==> src/rtl/rr_arb_mux_nbits.sv <==
// rr_arb_mux_nbits: N_CH-way, WIDTH-bit registered multiplexer with a one-word
// output register. A channel is chosen either by round-robin arbitration among
// the valid channels or by a fixed select index.
//
// Handshake semantics: a word moves across an interface on a rising edge where
// valid and ready are both 1 on that interface. On the input side in_ready is
// combinational, one-hot or zero. It is only raised for a channel that is already
// valid, so producers may change in_valid freely while their ready is 0. On the
// output side out_valid/out_data/out_sel are registered and hold stable while
// out_ready is 0. The register can load in the same cycle that it drains, which
// gives one word per cycle.
module rr_arb_mux_nbits #(
    parameter  int N_CH  = 32,
    parameter  int WIDTH = 32,
    localparam int SELW  = $clog2(N_CH)
) (
    input  logic                  clock,
    input  logic                  reset,
    input  logic                  fixed_mode,
    input  logic [SELW-1:0]       select,
    input  logic [N_CH*WIDTH-1:0] in_data,
    input  logic [N_CH-1:0]       in_valid,
    output logic [N_CH-1:0]       in_ready,
    output logic [WIDTH-1:0]      out_data,
    output logic [SELW-1:0]       out_sel,
    output logic                  out_valid,
    input  logic                  out_ready,
    output logic                  sel_err
);

    // The output register is either empty or holds one word; out_valid is the state.
    typedef enum logic {
        EMPTY = 1'b0,
        FULL  = 1'b1
    } state_t;

    state_t          state;
    state_t          state_nx;
    logic [SELW-1:0] last_grant;
    logic            can_load;
    logic            grant_vld;
    logic [SELW-1:0] grant_idx;
    logic            sel_oor;

    // The register may load when empty or when its current word leaves this cycle.
    assign can_load = (state == EMPTY) || out_ready;

    // Out-of-range select only happens when N_CH is not a power of two.
    assign sel_oor = (int'(select) >= N_CH);

    // Grant selection: the fixed index, or the first valid channel after last_grant with wrap at N_CH.
    always_comb begin
        int idx;
        grant_vld = 1'b0;
        grant_idx = '0;
        idx       = 0;
        if (can_load) begin
            if (fixed_mode) begin
                if (!sel_oor) begin
                    if (in_valid[select]) begin
                        grant_vld = 1'b1;
                        grant_idx = select;
                    end
                end
            end else begin
                for (int k = 1; k <= N_CH; k++) begin
                    idx = int'(last_grant) + k;
                    if (idx >= N_CH) begin
                        idx = idx - N_CH;
                    end
                    if (!grant_vld && in_valid[idx]) begin
                        grant_vld = 1'b1;
                        grant_idx = SELW'(idx);
                    end
                end
            end
        end
    end

    // Ready goes only to the granted channel. A grant implies valid, so a grant is a transfer.
    always_comb begin
        in_ready = '0;
        if (grant_vld) begin
            in_ready[grant_idx] = 1'b1;
        end
    end

    // Next state: a transfer always fills the register; otherwise a full register drains on out_ready.
    always_comb begin
        state_nx = state;
        if (grant_vld) begin
            state_nx = FULL;
        end else if (state == FULL && out_ready) begin
            state_nx = EMPTY;
        end
    end

    assign out_valid = (state == FULL);

    // State, output register, round-robin pointer and the select-error pulse.
    always_ff @(posedge clock) begin
        if (reset) begin
            state      <= EMPTY;
            out_data   <= '0;
            out_sel    <= '0;
            sel_err    <= 1'b0;
            last_grant <= SELW'(N_CH - 1);
        end else begin
            state   <= state_nx;
            sel_err <= fixed_mode && sel_oor && (|in_valid);
            if (grant_vld) begin
                out_data   <= in_data[int'(grant_idx)*WIDTH +: WIDTH];
                out_sel    <= grant_idx;
                last_grant <= grant_idx;
            end
        end
    end

endmodule

==> config.mk <==
export PLATFORM = sky130hd
export DESIGN_NAME = rr_arb_mux_nbits
export DESIGN_NICKNAME = d
export VERILOG_FILES = /design/src/rtl/rr_arb_mux_nbits.sv
export SDC_FILE = /design/constraint.sdc
export NUM_CORES = 1
export LEC_CHECK = 0
export CAP_MARGIN = 20
export CORE_AREA = 5 5 437 439
export CTS_BUF_LIST = sky130_fd_sc_hd__clkbuf_8 sky130_fd_sc_hd__clkbuf_16
export DETAILED_ROUTE_END_ITERATION = 8
export DIE_AREA = 0 0 442 444
export GPL_TIMING_DRIVEN = 0
export HOLD_SLACK_MARGIN = 0.12
export PLACE_DENSITY = 0.3
export REMOVE_ABC_BUFFERS = 1
export SLEW_MARGIN = 40
export SYNTH_ARGS = -nofsm -noshare
export SYNTH_HDL_FRONTEND = slang
export SYNTH_SLANG_ARGS = --single-unit
==> constraint.sdc <==
create_clock -name clock -period 13.64 [get_ports clock]
set_input_delay 2.728 -clock clock [delete_from_list [all_inputs] [get_ports clock]]
set_output_delay 2.728 -clock clock [all_outputs]
set_load 0.02 [all_outputs]
==> results of run 1 <==
-- cell type report --
type	count	area, µm²
Antenna cell	36	90.09
Clock buffer	5	125.1
Clock inverter	3	16.27
Fill cell	21020	153200
Inverter	21	85.08
Multi-Input combinational cell	1935	15650
Sequential cell	43	877.1
Tap cell	2495	3122
Timing Repair Buffer	1303	13660
-- layout by cell type (no fill, tap or decap), types with 24 or more instances in the layout --
| cell type | n |
|---|---|
| a22o_1 | 156 |
| nor3_1 | 50 |
| mux4_2 | 106 |
| buf_2 | 28 |
| buf_6 | 24 |
| a221oi_1 | 47 |
| mux2_2 | 137 |
| nand3_1 | 37 |
| a22oi_1 | 97 |
| buf_8 | 51 |
| a21oi_1 | 147 |
| and2_1 | 63 |
| nor4_1 | 24 |
| mux2i_1 | 79 |
| nor2_1 | 166 |
| diode_2 | 36 |
| o22ai_1 | 78 |
| nand2_1 | 189 |
| clkdlybuf4s50_1 | 1132 |
| a211oi_1 | 50 |
| a222oi_1 | 93 |
| o21ai_0 | 62 |
| dfxtp_1 | 38 |
-- critical path, cell delays in order --
cell             delay, ns
clkdlybuf4s50_1       0.72
mux4_2                0.78
mux4_2                0.53
mux2i_1               0.46
and3_1                0.46
and2_1                0.25
and3_1                0.74
nand2_1               0.54
or3_1                 0.49
a21oi_1               0.28
o311ai_4              0.22
buf_6                 0.20
nand2b_1              0.35
or2_4                 0.45
nor2_2                0.43
clkdlybuf4s50_1       0.73
-- cells by family (layout without fill, tap and decap cells) --
group | after synthesis | after routing
other | 1 | 37
buffers and inverters | 273 | 1332
flip-flops | 43 | 43
XOR/XNOR | 28 | 28
adder cells (fa/ha/maj) | 13 | 13
AND/OR/NAND/NOR | 656 | 656
multiplexers | 329 | 329
AO/OA/AOI/OAI | 908 | 908
-- Yosys cell counts, drive strengths merged (64+ instances only) --
master  number
and2        66
clkbuf     150
nand2      191
a222oi      93
a22o       156
o22ai       80
nor2       172
mux2i       84
buf        102
a21oi      150
a22oi       97
o21ai       64
mux2       139
mux4       106
-- registers in the layout (all words and copies together), names as in the netlist --
register and cells:
out_sel 5, last_grant 5, out_valid 1, out_data 32
-- routing by layer --
metal	share of wire, %	routed length, µm	vias up
li1	-	-	11380
met1	40	87160	13240
met2	50	108900	1348
met3	6.0	13100	297
met4	4.7	10450	54
met5	0.15	329	-
-- path summary, 6_finish.rpt --
check                                           startpoint                        end  slack (ns)  depth (start not counted)
worst max-delay path                          in_valid[25]               in_ready[18]        0.49                         16
worst min-delay path               out_sel[0]$_SDFFE_PP0P_    out_sel[0]$_SDFFE_PP0P_        0.47                          2
worst max register to register  last_grant[1]$_SDFFE_PP1P_  out_data[15]$_SDFFE_PP0P_        3.28                         23
worst min register to register     out_sel[0]$_SDFFE_PP0P_    out_sel[0]$_SDFFE_PP0P_        0.47                          2
-- where the power goes --
| part | leakage (nW) | total [mW] | switching, mW | internal (mW) |
|---|---|---|---|---|
| Clock | 0.0712 | 0.167 | 0.0981 | 0.0686 |
| Sequential | 0.357 | 0.260 | 0.0831 | 0.177 |
| Combinational | 11.0 | 12.4 | 7.77 | 4.64 |
| Total | 11.4 | 12.8 | 7.95 | 4.88 |
==> results.md, run 1 <==
- Post-DRT Antenna Nets: 0
- Synth Flop Type: dfxtp_1
- Final min period: 13.15 ns
- Dominant cell type by area after synthesis: mux4_2
- Die area: between 150,000 and 200,000 µm²
- Vias in the first global route: between 20,000 and 30,000
- Main combinational cell family by area after synthesis: compound AO/OA/AOI/OAI gates
- Adder-Cell Fraction of Synth Area: less than 1%
- Max cap viols: 0
- CP max FO: 17
- Post-synth cell types: between 90 and 100
- Cell Area, Synth: around 17,000 µm²
- Final Skew: 0.02444 ns
- Row cnt: between 150 and 200
- Met3 usage: roughly 3.7%
- Met1 Use GR: between 20% and 30%
- Drt wl/cell: 37.66 µm
- Detailed-placement wirelength estimate: 190,500 µm
- Buffer depth of the longest clock path: 2
- Die H: 444 µm
- Design area: 33,620 µm²
- # DRC: 0
- Status: finished, final reports clean
- Die X: ~440 µm
- Post-Synth XOR/XNOR Area: 1.461%
- Total of cells resized after clock tree synthesis: 0
- Avg Inst Size Synth: between 7 and 8 µm²
- I/O Pins: roughly 1,100
- WHS: 0.4664 ns
- Worst slew pin tran: ~0.91 ns
- Post-Route Setup TNS: 0 ns
- First-pass GRT wire length: 279,800 µm
- TritonCTS buffer count: 5
- Overflow after GRT: 0
- Static Leak: ~11 nW
- Post-synth EDFFs: 0
- Postcts setup bufs: 0
- Initial antenna violation count: roughly 140
- Root buffer cell: clkbuf_16
- Hold-fix buffers at CTS: 0
- Async SR Flop Fraction: 0%
- Layout Cells excl Fill: between 5,000 and 6,000
- Worst skew pair latency: 0.38 ns
- Pre-CTS WS: 0.4795 ns
- Worst setup EP type: output port
- Final Power: 12.83 mW
- Initial Utilization: roughly 9%
- Placer congestion estimate: between 0.9 and 1
- PD cells: 381.6 nW/µm²
- Worst VDD drop: approximately 0.00023 V
- Mux cell area share after synthesis: between 20% and 30%
- Most Crowded Layer GR: met2
- Synth Warn #: 0
- All-Layer GR Usage: 21.18%
- CTS tree: yes
- Post-Route Utilization: 18.00%
- Max frequency: 76.02 MHz
- Max Slew Vio Count: 0
- Area after DPL: between 30,000 and 40,000 µm²
- P&R area growth vs syn: 94.38%
- Register area share after synthesis: between 4 and 5%
- Htree depth: 2
- DR pass1 iterations: 7
- Final WS setup: around 0.49 ns
- Core box area: 186,800 µm²
- Worst-path clk slew: 0.10 ns
- Worst min path class: reg -> reg
- RSZ-0062 raised after global routing: false
- Startpoint Class: input port
- Synth Instances: ~2,300
- Simple-Gate Fraction of Synth Area: about 18%
- CP arrival: about 10 ns
- DR vias: around 26,000
- Top-area cell type share of the netlist area: between 10% and 20%
- Worst slew margin: roughly two fifths
- Crit Path Class: in -> out
- Top cells by area, synth: mux4_2 (14%), mux2_2 (8.9%), a22o_1 (7.9%)
- Share of layout cells above drive strength 1: 15.20%
- Vias/cell: 4.504
- Synth Area in Compound Gates: between 30% and 40%
- Final hold vios: 0
- Port Buffers: around 1,100
- CTS Sinks: 43
- Register bit total from synthesis: between 40 and 50
- Tcrit/Tclk final: between 90% and 100%
- Largest net degree at the start of global routing: 50
- Final WL: about 220,000 µm
- Initial DRC count: around 2,600
- GR Util met2: 37.92%
- Layout Nets: around 4,400
- Placed Instances: 5,797
- Critical path required time: about 11 ns
- Endpoints failing setup: 0
(Power assumes the default switching activity.)
==> inputs of run 2 (changes only) <==
GPL_TIMING_DRIVEN = default   (was 0)
==> run 2 against run 1 <==
Power down 7.6%. Sequential share of layout area up 0.10 points. Final cell count down 1.0%. Register-to-register slack better by 0.16 ns. Highest routed layer unchanged. Non-clock buffer count down 60. Hold slack worse by 0.0055 ns. Design area down 4.8%. Sequential power down 15%. Die area unchanged. Clock power down 4%. Critical path type unchanged.
==> results.md, run 2 (synthesized netlist as in run 1, its figures left out) <==
- Die area: slightly below 200,000 µm²
- Root buffer cell: clkbuf_16
- # DRC: 0
- Worst setup EP type: output port
- Max Slew Vio Count: 0
- Worst min path class: reg -> reg
- Initial antenna violation count: about 150
- M1 wire length: ~92,000 µm
- Hold-fix buffers at CTS: 0
- Initial DRC count: around 2,800
- CTS tree: yes
- CTS Sinks: 43
- Worst VDD drop: between 0.0003 and 0.0004 V
- Most frequent cells in the layout: clkdlybuf4s50_1 (1,132), nand2_1 (190), nor2_1 (169), a22o_1 (156), a21oi_1 (148)
- CP arrival: between 9 and 10 ns
- Final Power: 11.85 mW
- P&R area growth vs syn: 85.10%
- Post-Route Utilization: 17.14%
- Biggest register: out_data
- Tcrit/Tclk final: between 90 and 100%
- All-Layer GR Usage: ~22%
- Final Skew: approximately 0.022 ns
- CP max FO: 29
- Static Leak: 10.78 nW
- Crit Path Class: in -> out
- Total of cells resized after clock tree synthesis: 0
- Vias in the first global route: between 20,000 and 30,000
- Post-Route Setup TNS: 0 ns
- CP cell instances: clkdlybuf4s50_1 > mux2_2 > mux4_2 > mux4_2 > a41oi_1 > and3_1 > and2_1 > and3_1 > nand2_1 > a2111oi_0 > or4_1 > o211ai_2 > nand2b_1 > nand2b_4 > nor2_1 > clkdlybuf4s50_1
- Final min period: ~12 ns
- Vias/cell: roughly 4.5
- First-pass GRT wire length: approximately 290,000 µm
- Post-DRT Antenna Nets: 0
- Detailed-placement wirelength estimate: 189,700 µm
- Buffer depth of the longest clock path: 2
- DR vias: approximately 26,000
- Row cnt: around 160
- Final hold vios: 0
- Reg2reg setup slack: between 3 and 4 ns
- Hold path depth: 2
- Most common cell after layout, fill and taps aside: clkdlybuf4s50_1
- Max frequency: around 80 MHz
- Design area: 32,010 µm²
- Met2 Wirelength: 112,900 µm
- PD cells: 370.2 nW/µm²
- RSZ-0062 raised after global routing: false
- Top sig layer: met5
- Critical path required time: approximately 11 ns
- Worst slew margin: about a third
- Max cap viols: 0
- Critical path's slowest cell: nand2b_4
- Initial Utilization: under 10%
- Hold EP: out_sel[0]$_SDFFE_PP0P_
- Placer congestion estimate: 0.9497
- Die X: 442 µm
- WL met3: 12,430 µm
- Family with the most delay on the worst path: simple AND/OR/NAND/NOR gates
- Share of layout cells above drive strength 1: a little over an eighth
- Htree depth: 2
- Die H: ~440 µm
- Core box area: 186,800 µm²
- Reg-to-reg endpoint: out_data[3]$_SDFFE_PP0P_
- Max FFs per register: 32
- Worst reg2reg path depth: 24
- Worst-path clk slew: 0.08 ns
- Worst slew pin tran: ~0.99 ns
- Startpoint Class: input port
- TritonCTS buffer count: 5
- Layout Nets: about 4,300
- Postcts setup bufs: 0
- Layout Cells excl Fill: between 5,000 and 6,000
- Largest net degree at the start of global routing: approximately 110
- Area after DPL: roughly 32,000 µm²
- Largest registers: out_data x32, last_grant x5, out_sel x5
- CP Buf/Inv Count: 2
- Overflow after GRT: 0
- CP peak stage delay: roughly 0.81 ns
- Port Buffers: roughly 1,100
- Drt wl/cell: between 30 and 40 µm
- Placed Instances: about 5,700
- Endpoints failing setup: 0
- DR pass1 iterations: 8
- Status: finished, final reports clean
- I/O Pins: 1,136
- Worst skew pair latency: 0.37 ns
- Final WL: approximately 230,000 µm
- Reg-to-reg startpoint: last_grant[1]$_SDFFE_PP1P_
- Min-delay src: out_sel[0]$_SDFFE_PP0P_
run 2: changes by cell type in the layout (fill, tap and decap cells not counted), moves of 3 or more:
cell | previous run | this run
nor2_2 | 3 | 0
buf_8 | 51 | 0
buf_16 | 18 | 0
nor2_1 | 166 | 169
dfxtp_4 | 4 | 1
buf_4 | 21 | 84
buf_2 | 28 | 18
buf_6 | 24 | 2
xor2_4 | 3 | 0
buf_1 | 4 | 0
buf_12 | 23 | 7
run 2: cell type report:
type	instances	area (µm²)
inverters	21	78.83
clock buffers	5	125.1
clock inverters	3	15.01
well taps	2495	3122
flip-flops and latches	43	868.3
diodes	37	92.59
fillers	21210	154800
multi-input cells	1935	15500
repair buffers	1243	12210
run 2: worst max-delay path by stage:
stage | from | endpoint | slack (ns) | depth (start not counted)
floorplan | last_grant[1]$_SDFFE_PP1P_ | in_ready[12] | -13.06 | 15
global placement | in_valid[29] | in_ready[26] | 1.29 | 16
detailed placement | in_valid[28] | in_ready[27] | 1.30 | 16
CTS | in_valid[24] | in_ready[27] | 1.28 | 16
global route | in_valid[24] | in_ready[27] | 0.92 | 16
finish | in_valid[26] | in_ready[27] | 1.20 | 16
run 2: worst min-delay path, delay by kind of cell, from the launching register on:
family / cells / cell delay, ns
flops: 1 / 0.32
simple gates: 1 / 0.05
compound gates: 1 / 0.05
run 2: power breakdown:
| group | switching, mW | total, mW | internal (mW) |
|---|---|---|---|
| registers | 0.0470 | 0.222 | 0.175 |
| logic | 7.76 | 11.5 | 3.70 |
| clock network | 0.0924 | 0.161 | 0.0685 |
| total | 7.90 | 11.9 | 3.95 |
run 2: through the flow:
stage	setup WS, ns	hold slack, ns
4_1_cts	1.285	0.4642
6_report	1.197	0.4610
2_1_floorplan	-13.06	0.5284
5_1_grt	0.9216	0.4975
3_3_place_gp	1.293	0.4431
3_5_place_dp	1.302	0.4527
run 2: routing by layer:
layer,track usage (%),vias to the layer above
met1,26.54,13280
met5,0,-
met3,3.791,293
li1,-,11240
met4,7.995,48
met2,38.31,1311
